`src/rtl/spi_pkg.sv`:
```
// Constants and state encoding shared by spi_master and spi_slave_regs.
package spi_pkg;

  localparam int unsigned FRAME_BITS = 24;
  localparam int unsigned ADDR_W     = 4;
  localparam int unsigned DATA_W     = 16;

  localparam logic [3:0] CMD_WR = 4'b1000;
  localparam logic [3:0] CMD_RD = 4'b0000;

  typedef enum logic [1:0] {
    IDLE,
    SHIFT,
    COMMIT,
    WAIT_CS
  } spi_slv_st_t;

endpackage

```
`src/rtl/spi_sync_edge.sv`:
```
// Multi-flop synchronizer for an asynchronous pin plus single-cycle edge pulses
// derived from one extra flop behind the synchronized level.
module spi_sync_edge #(
  parameter int unsigned STAGES = 2
) (
  input  logic clk_i,
  input  logic d_i,
  output logic q_o,
  output logic rise_o,
  output logic fall_o
);

  logic [STAGES-1:0] sync_q;
  logic              prev_q;

  // Not reset: the level must track the pin during reset so the FSM can see
  // whether a frame is already in flight when reset releases.
  always_ff @(posedge clk_i) begin
    sync_q <= {sync_q[STAGES-2:0], d_i};
    prev_q <= sync_q[STAGES-1];
  end

  assign q_o    = sync_q[STAGES-1];
  assign rise_o =  sync_q[STAGES-1] & ~prev_q;
  assign fall_o = ~sync_q[STAGES-1] &  prev_q;

endmodule

```
`src/rtl/spi_slave_regs.sv`:
```
// SPI mode-0 slave terminating 24-bit {cmd, addr, data} frames into a 16x16
// register file, with a local read port and write-commit notification.
module spi_slave_regs
  import spi_pkg::*;
#(
  parameter int unsigned SYNC_STAGES = 2
) (
  input  logic              sys_clk,
  input  logic              sys_rst,
  input  logic              spi_sck,
  input  logic              spi_cs,
  input  logic              spi_mosi,
  output logic              spi_miso,
  output logic              wr_valid,
  output logic [ADDR_W-1:0] wr_addr,
  output logic [DATA_W-1:0] wr_data,
  output logic              frame_err,
  output logic              busy,
  input  logic [ADDR_W-1:0] loc_rd_addr,
  output logic [DATA_W-1:0] loc_rd_data
);

  logic sck_s, sck_rise, sck_fall;
  logic cs_s, cs_rise, cs_fall;
  logic [SYNC_STAGES-1:0] mosi_sync_q;
  logic mosi_s;

  spi_sync_edge #(.STAGES(SYNC_STAGES)) u_sync_sck (
    .clk_i  (sys_clk),
    .d_i    (spi_sck),
    .q_o    (sck_s),
    .rise_o (sck_rise),
    .fall_o (sck_fall)
  );

  spi_sync_edge #(.STAGES(SYNC_STAGES)) u_sync_cs (
    .clk_i  (sys_clk),
    .d_i    (spi_cs),
    .q_o    (cs_s),
    .rise_o (cs_rise),
    .fall_o (cs_fall)
  );

  always_ff @(posedge sys_clk) begin
    mosi_sync_q <= {mosi_sync_q[SYNC_STAGES-2:0], spi_mosi};
  end
  assign mosi_s = mosi_sync_q[SYNC_STAGES-1];

  spi_slv_st_t             state_q;
  logic [4:0]              bit_cnt_q;
  logic [FRAME_BITS-1:0]   rx_sr_q;
  logic [DATA_W-1:0]       tx_sr_q;
  logic                    rd_act_q;
  logic                    miso_q;
  logic                    wr_valid_q;
  logic                    frame_err_q;
  logic                    busy_q;
  logic [ADDR_W-1:0]       wr_addr_q;
  logic [DATA_W-1:0]       wr_data_q;
  logic [DATA_W-1:0]       loc_rd_data_q;
  logic [DATA_W-1:0]       regs_q [2**ADDR_W];

  logic [3:0]        f_cmd;
  logic [ADDR_W-1:0] f_addr;
  logic [DATA_W-1:0] f_data;
  logic              len_ok;

  assign f_cmd  = rx_sr_q[FRAME_BITS-1 -: 4];
  assign f_addr = rx_sr_q[DATA_W +: ADDR_W];
  assign f_data = rx_sr_q[DATA_W-1:0];
  assign len_ok = (bit_cnt_q == 5'(FRAME_BITS));

  always_ff @(posedge sys_clk) begin
    if (sys_rst) begin
      state_q       <= cs_s ? IDLE : WAIT_CS;
      bit_cnt_q     <= '0;
      rx_sr_q       <= '0;
      tx_sr_q       <= '0;
      rd_act_q      <= 1'b0;
      miso_q        <= 1'b0;
      wr_valid_q    <= 1'b0;
      frame_err_q   <= 1'b0;
      busy_q        <= 1'b0;
      wr_addr_q     <= '0;
      wr_data_q     <= '0;
      loc_rd_data_q <= '0;
      for (int unsigned i = 0; i < 2**ADDR_W; i++) begin
        regs_q[i] <= '0;
      end
    end else begin
      wr_valid_q    <= 1'b0;
      frame_err_q   <= 1'b0;
      loc_rd_data_q <= regs_q[loc_rd_addr];

      unique case (state_q)
        IDLE: begin
          miso_q   <= 1'b0;
          rd_act_q <= 1'b0;
          // Mode-0 master idles SCK low; a CS fall with SCK high is not a frame start.
          if (cs_fall && !sck_s) begin
            bit_cnt_q <= '0;
            rx_sr_q   <= '0;
            state_q   <= SHIFT;
            busy_q    <= 1'b1;
          end
        end

        SHIFT: begin
          if (cs_rise) begin
            miso_q   <= 1'b0;
            rd_act_q <= 1'b0;
            state_q  <= COMMIT;
          end else begin
            if (sck_rise) begin
              rx_sr_q <= {rx_sr_q[FRAME_BITS-2:0], mosi_s};
              if (bit_cnt_q != 5'd31) begin
                bit_cnt_q <= bit_cnt_q + 5'd1;
              end
            end
            if (sck_fall) begin
              // Header complete: start a read on this fall, shift on the next 15.
              if (bit_cnt_q == 5'd8 && rx_sr_q[7:4] == CMD_RD) begin
                tx_sr_q  <= regs_q[rx_sr_q[3:0]];
                miso_q   <= regs_q[rx_sr_q[3:0]][DATA_W-1];
                rd_act_q <= 1'b1;
              end else if (rd_act_q && bit_cnt_q < 5'(FRAME_BITS)) begin
                tx_sr_q <= tx_sr_q << 1;
                miso_q  <= tx_sr_q[DATA_W-2];
              end else begin
                miso_q   <= 1'b0;
                rd_act_q <= 1'b0;
              end
            end
          end
        end

        COMMIT: begin
          state_q <= IDLE;
          busy_q  <= 1'b0;
          if (len_ok && f_cmd == CMD_WR) begin
            regs_q[f_addr] <= f_data;
            wr_addr_q      <= f_addr;
            wr_data_q      <= f_data;
            wr_valid_q     <= 1'b1;
          end else if (!(len_ok && f_cmd == CMD_RD)) begin
            frame_err_q <= 1'b1;
          end
        end

        WAIT_CS: begin
          miso_q   <= 1'b0;
          rd_act_q <= 1'b0;
          if (cs_s) begin
            state_q <= IDLE;
            busy_q  <= 1'b0;
          end else begin
            busy_q  <= 1'b1;
          end
        end
      endcase
    end
  end

  assign spi_miso    = miso_q;
  assign wr_valid    = wr_valid_q;
  assign wr_addr     = wr_addr_q;
  assign wr_data     = wr_data_q;
  assign frame_err   = frame_err_q;
  assign busy        = busy_q;
  assign loc_rd_data = loc_rd_data_q;

endmodule

```
`config.mk`:
```
export PLATFORM = sky130hd
export DESIGN_NAME = spi_slave_regs
export DESIGN_NICKNAME = d
export VERILOG_FILES = /design/src/rtl/spi_pkg.sv /design/src/rtl/spi_sync_edge.sv /design/src/rtl/spi_slave_regs.sv
export SDC_FILE = /design/constraint.sdc
export NUM_CORES = 1
export LEC_CHECK = 0
export ABC_AREA = 1
export CORE_MARGIN = 2
export CORE_UTILIZATION = 55
export DETAILED_ROUTE_END_ITERATION = 8
export GPL_TIMING_DRIVEN = 0
export PLACE_DENSITY = 0.78
export SYNTH_ARGS = -nofsm -noshare
export SYNTH_HDL_FRONTEND = slang
export SYNTH_SLANG_ARGS = --single-unit
```
`constraint.sdc`:
```
create_clock -name sys_clk -period 3.6 [get_ports sys_clk]
set_clock_uncertainty 0.2 [all_clocks]
set_input_delay 0.36 -clock sys_clk [delete_from_list [all_inputs] [get_ports sys_clk]]
set_output_delay 0.36 -clock sys_clk [all_outputs]
set_load 0.1 [all_outputs]
```
==> results.md <==
- Final hold viol count: 0
- Seq/Total Area, Yosys: 53.7%
- DP Area: 19,100 um2
- Final Setup Violations: 0
- DRC: 0
- Worst path slowest cell: nand2_1
- Die width: 185 um
- DIE HEIGHT: 185 um
- Site row count: 66
- Final Max Tran Viols: 0
- Worst path bufs/invs: 2
- Max-cap viol count: 0
- Global route overflow: 0
- Largest net degree at the start of global routing: 17
- Via/cell ratio: 6.28
- Layout area overhead: 13.2%
- CP most frequent cell: nand2_1
- GRT Overall Usage: 45.1%
- Antenna violations before repair: 2
- Top FF cell, synth: edfxtp_1
- Clock sinks: 355
- CTS tree: done
- Cell taking the most area after synthesis: edfxtp_1
- Final Instance Area: 20,400 um2
- Min Tclk post-route: 3.45 ns
- Yosys top cell area share: 43.0%
- Crit path kind: reg -> reg
- Switching fraction of total power: 38.6%
- Buffers added on ports: 44
- Setup Fix Bufs, Post-CTS: 0
- Worst-path fanout max: 16
- PwrDens: 623 nW/um2
- Lkg Pwr: 7.70 nW
- CP Launch Type: register
- Ys Warns: 0
- DRT Pass-1 Iters: 6
- Fin Hold WS: 0.0470 ns
- Full die area: 34,300 um2
- Synthesis-stage register bit count: 355
- Combinational share of power: 29.5%
- Worst-path clk slew: 0.06 ns
- Pre-CTS WS: 0.265 ns
- Final worst slack: 0.151 ns
- Mapped Cells: 2,214
- Total Power: 0.0127 W
- Class of the tightest hold or removal check: in -> reg
- Fmax: 0.290 GHz
- Post-synthesis cell type count: 34
- CTS Buf Count: 40
- Routed wire length: 77,100 um
- Util after Layout: 62.9%
- CTS Hold Buffers Added: 0
- Layout cells sized above 1: 6.00%
- Cell family with most CP delay: simple AND/OR/NAND/NOR gates
- Slew margin rel.: 16.9%
- Synth Area per Inst: 8.15 um2
- Synthesized Nets: 2,232
- Core area: 32,500 um2
- CP endpoint kind: register
- Most frequent cell after synthesis: nor2_1
- Global-route wire length before repair: 107,000 um
- Most frequent cells after synthesis: nor2_1, nand2_1, nand3_1
- Arr. time, crit path: 3.42 ns
- Post-route ant nets: 0
- Async S/R FF share, synth: 0%
- Worst Tran Pin Value: 1.25 ns
- RSZ-0062 raised after global routing: false
- DR WL/cell: 27.7 um
- IO Pins: 49
- Clk root buf: clkbuf_16
- Post-synth EDFFs: 258
- Critical-path cell list: inv_1 > ha_1 > nand2_1 > nor2_2 > nand2_1 > nor3_2 > nand2_2 > nor3_4 > nand2_2 > buf_2 > nand2_1
- Via Count: 17,449
- GPL Wtd Cong: 1.11
- Clk network pwr share: 33.5%
- H-tree levels: 2
- Peak VDD IR: 0.000671 V
- Clock Latency Late Sink: 0.56 ns
- Status: finished clean
- Post-DP HPWL: 56,000 um
- Post-synthesis cell area: 18,000 um2
- Internal power: 0.00781 W
- Starting Density: 55.6%
- Slowest stage delay, CP: 0.59 ns
- Sequential share of power: 37.0%
- Longest Clk Path Bufs: 3
- Cts repair resizes: 0
- Nets: 2,321
- Iteration-0 DRC Markers: 2,899
- CP required: 3.57 ns
- Switch Pwr: 0.00491 W
- Vias in the first global route: 16,093
- Top post-synthesis cells by area: edfxtp_1, dfxtp_1, nand3_1, nor2_1, nand2_1
- Final period utilization: 95.8%
-- cell families (layout without fill, tap and decap cells) --
group                      count (synthesis)  in the layout  share of synthesized area, %
AOI/OAI and AO/OA                        385            385                          11.3
and+or+nand+nor                         1052           1052                          25.2
buffers and inverters                    413            533                          9.14
DFF                                      355            355                          53.7
adders and majority gates                  9              9                         0.624
other                                      0              1                             0
-- cells in the final DEF, fill, tap and decap left out, types with 5 or more instances in the layout --
cell type        count
buf_1               24
a21oi_1            179
nand2_2              5
clkbuf_8             6
a22oi_1             21
o21ai_1              6
o21ai_0            157
nand2_1            327
nand2_4              5
clkbuf_16           42
nand4_1              5
clkdlybuf4s50_1     44
nor2_1             339
edfxtp_1           258
nor3_1              65
o211ai_1            15
dfxtp_1             97
inv_1              217
clkbuf_1           110
nand3_1            292
clkinv_2            11
ha_1                 9
buf_6                8
buf_2               32
clkinv_1            23
-- sequential cells by signal, indices dropped and copies added (netlist names), named ones only --
name / count
regs_q: 256
rx_sr_q: 24
loc_rd_data: 16
wr_data: 16
tx_sr_q: 15
bit_cnt_q: 5
wr_addr: 4
mosi_sync_q: 2
state_q: 2
u_sync_cs.sync_q: 2
u_sync_sck.sync_q: 2
busy: 1
frame_err: 1
rd_act_q: 1
spi_miso: 1
u_sync_cs.prev_q: 1
u_sync_sck.prev_q: 1
wr_valid: 1
-- per-layer routing --
layer	routed length, um	vias up	GRT usage [%]
li1	-	7575	-
met1	26900	8255	56.0
met2	33500	1313	67.8
met3	9780	300	11.1
met4	6840	6	34.8
met5	46	-	0
-- power groups by stage --
stage               Combinational (W)  Clock, W  Sequential, W
floorplan                     0.00185         0        0.00491
global placement              0.00343         0        0.00478
detailed placement            0.00349         0        0.00479
CTS                           0.00351   0.00423        0.00470
global route                  0.00381   0.00436        0.00473
finish                        0.00375   0.00426        0.00471
-- cell type report --
type                       count  area, um2
antenna                        1       2.50
buffer                       170        734
clock buffer                  52       1150
clock inverter                21        199
fill                        2844      12000
inverter                     243        913
multi-input combinational   1446       6700
sequential                   355       9690
tap                          442        553
timing repair buffer          47        467
-- metrics by stage --
step	cells	setup TNS [ns]
final	2777	0
after CTS	2776	0
after detailed placement	2703	0
after global routing	2776	0
after global placement	2700	-18.58
after floorplan	2214	0
-- final timing paths --
check	depth (start not counted)	from	slack [ns]	to
setup / recovery	11	bit_cnt_q[0]	0.15	regs_q[2][10]
hold reg to reg	0	mosi_sync_q[0]	0.13	mosi_sync_q[1]
setup reg to reg	11	bit_cnt_q[0]	0.15	regs_q[2][10]
hold / removal	1	spi_sck	0.05	u_sync_sck.sync_q[0]
(Power assumes the default switching activity.)
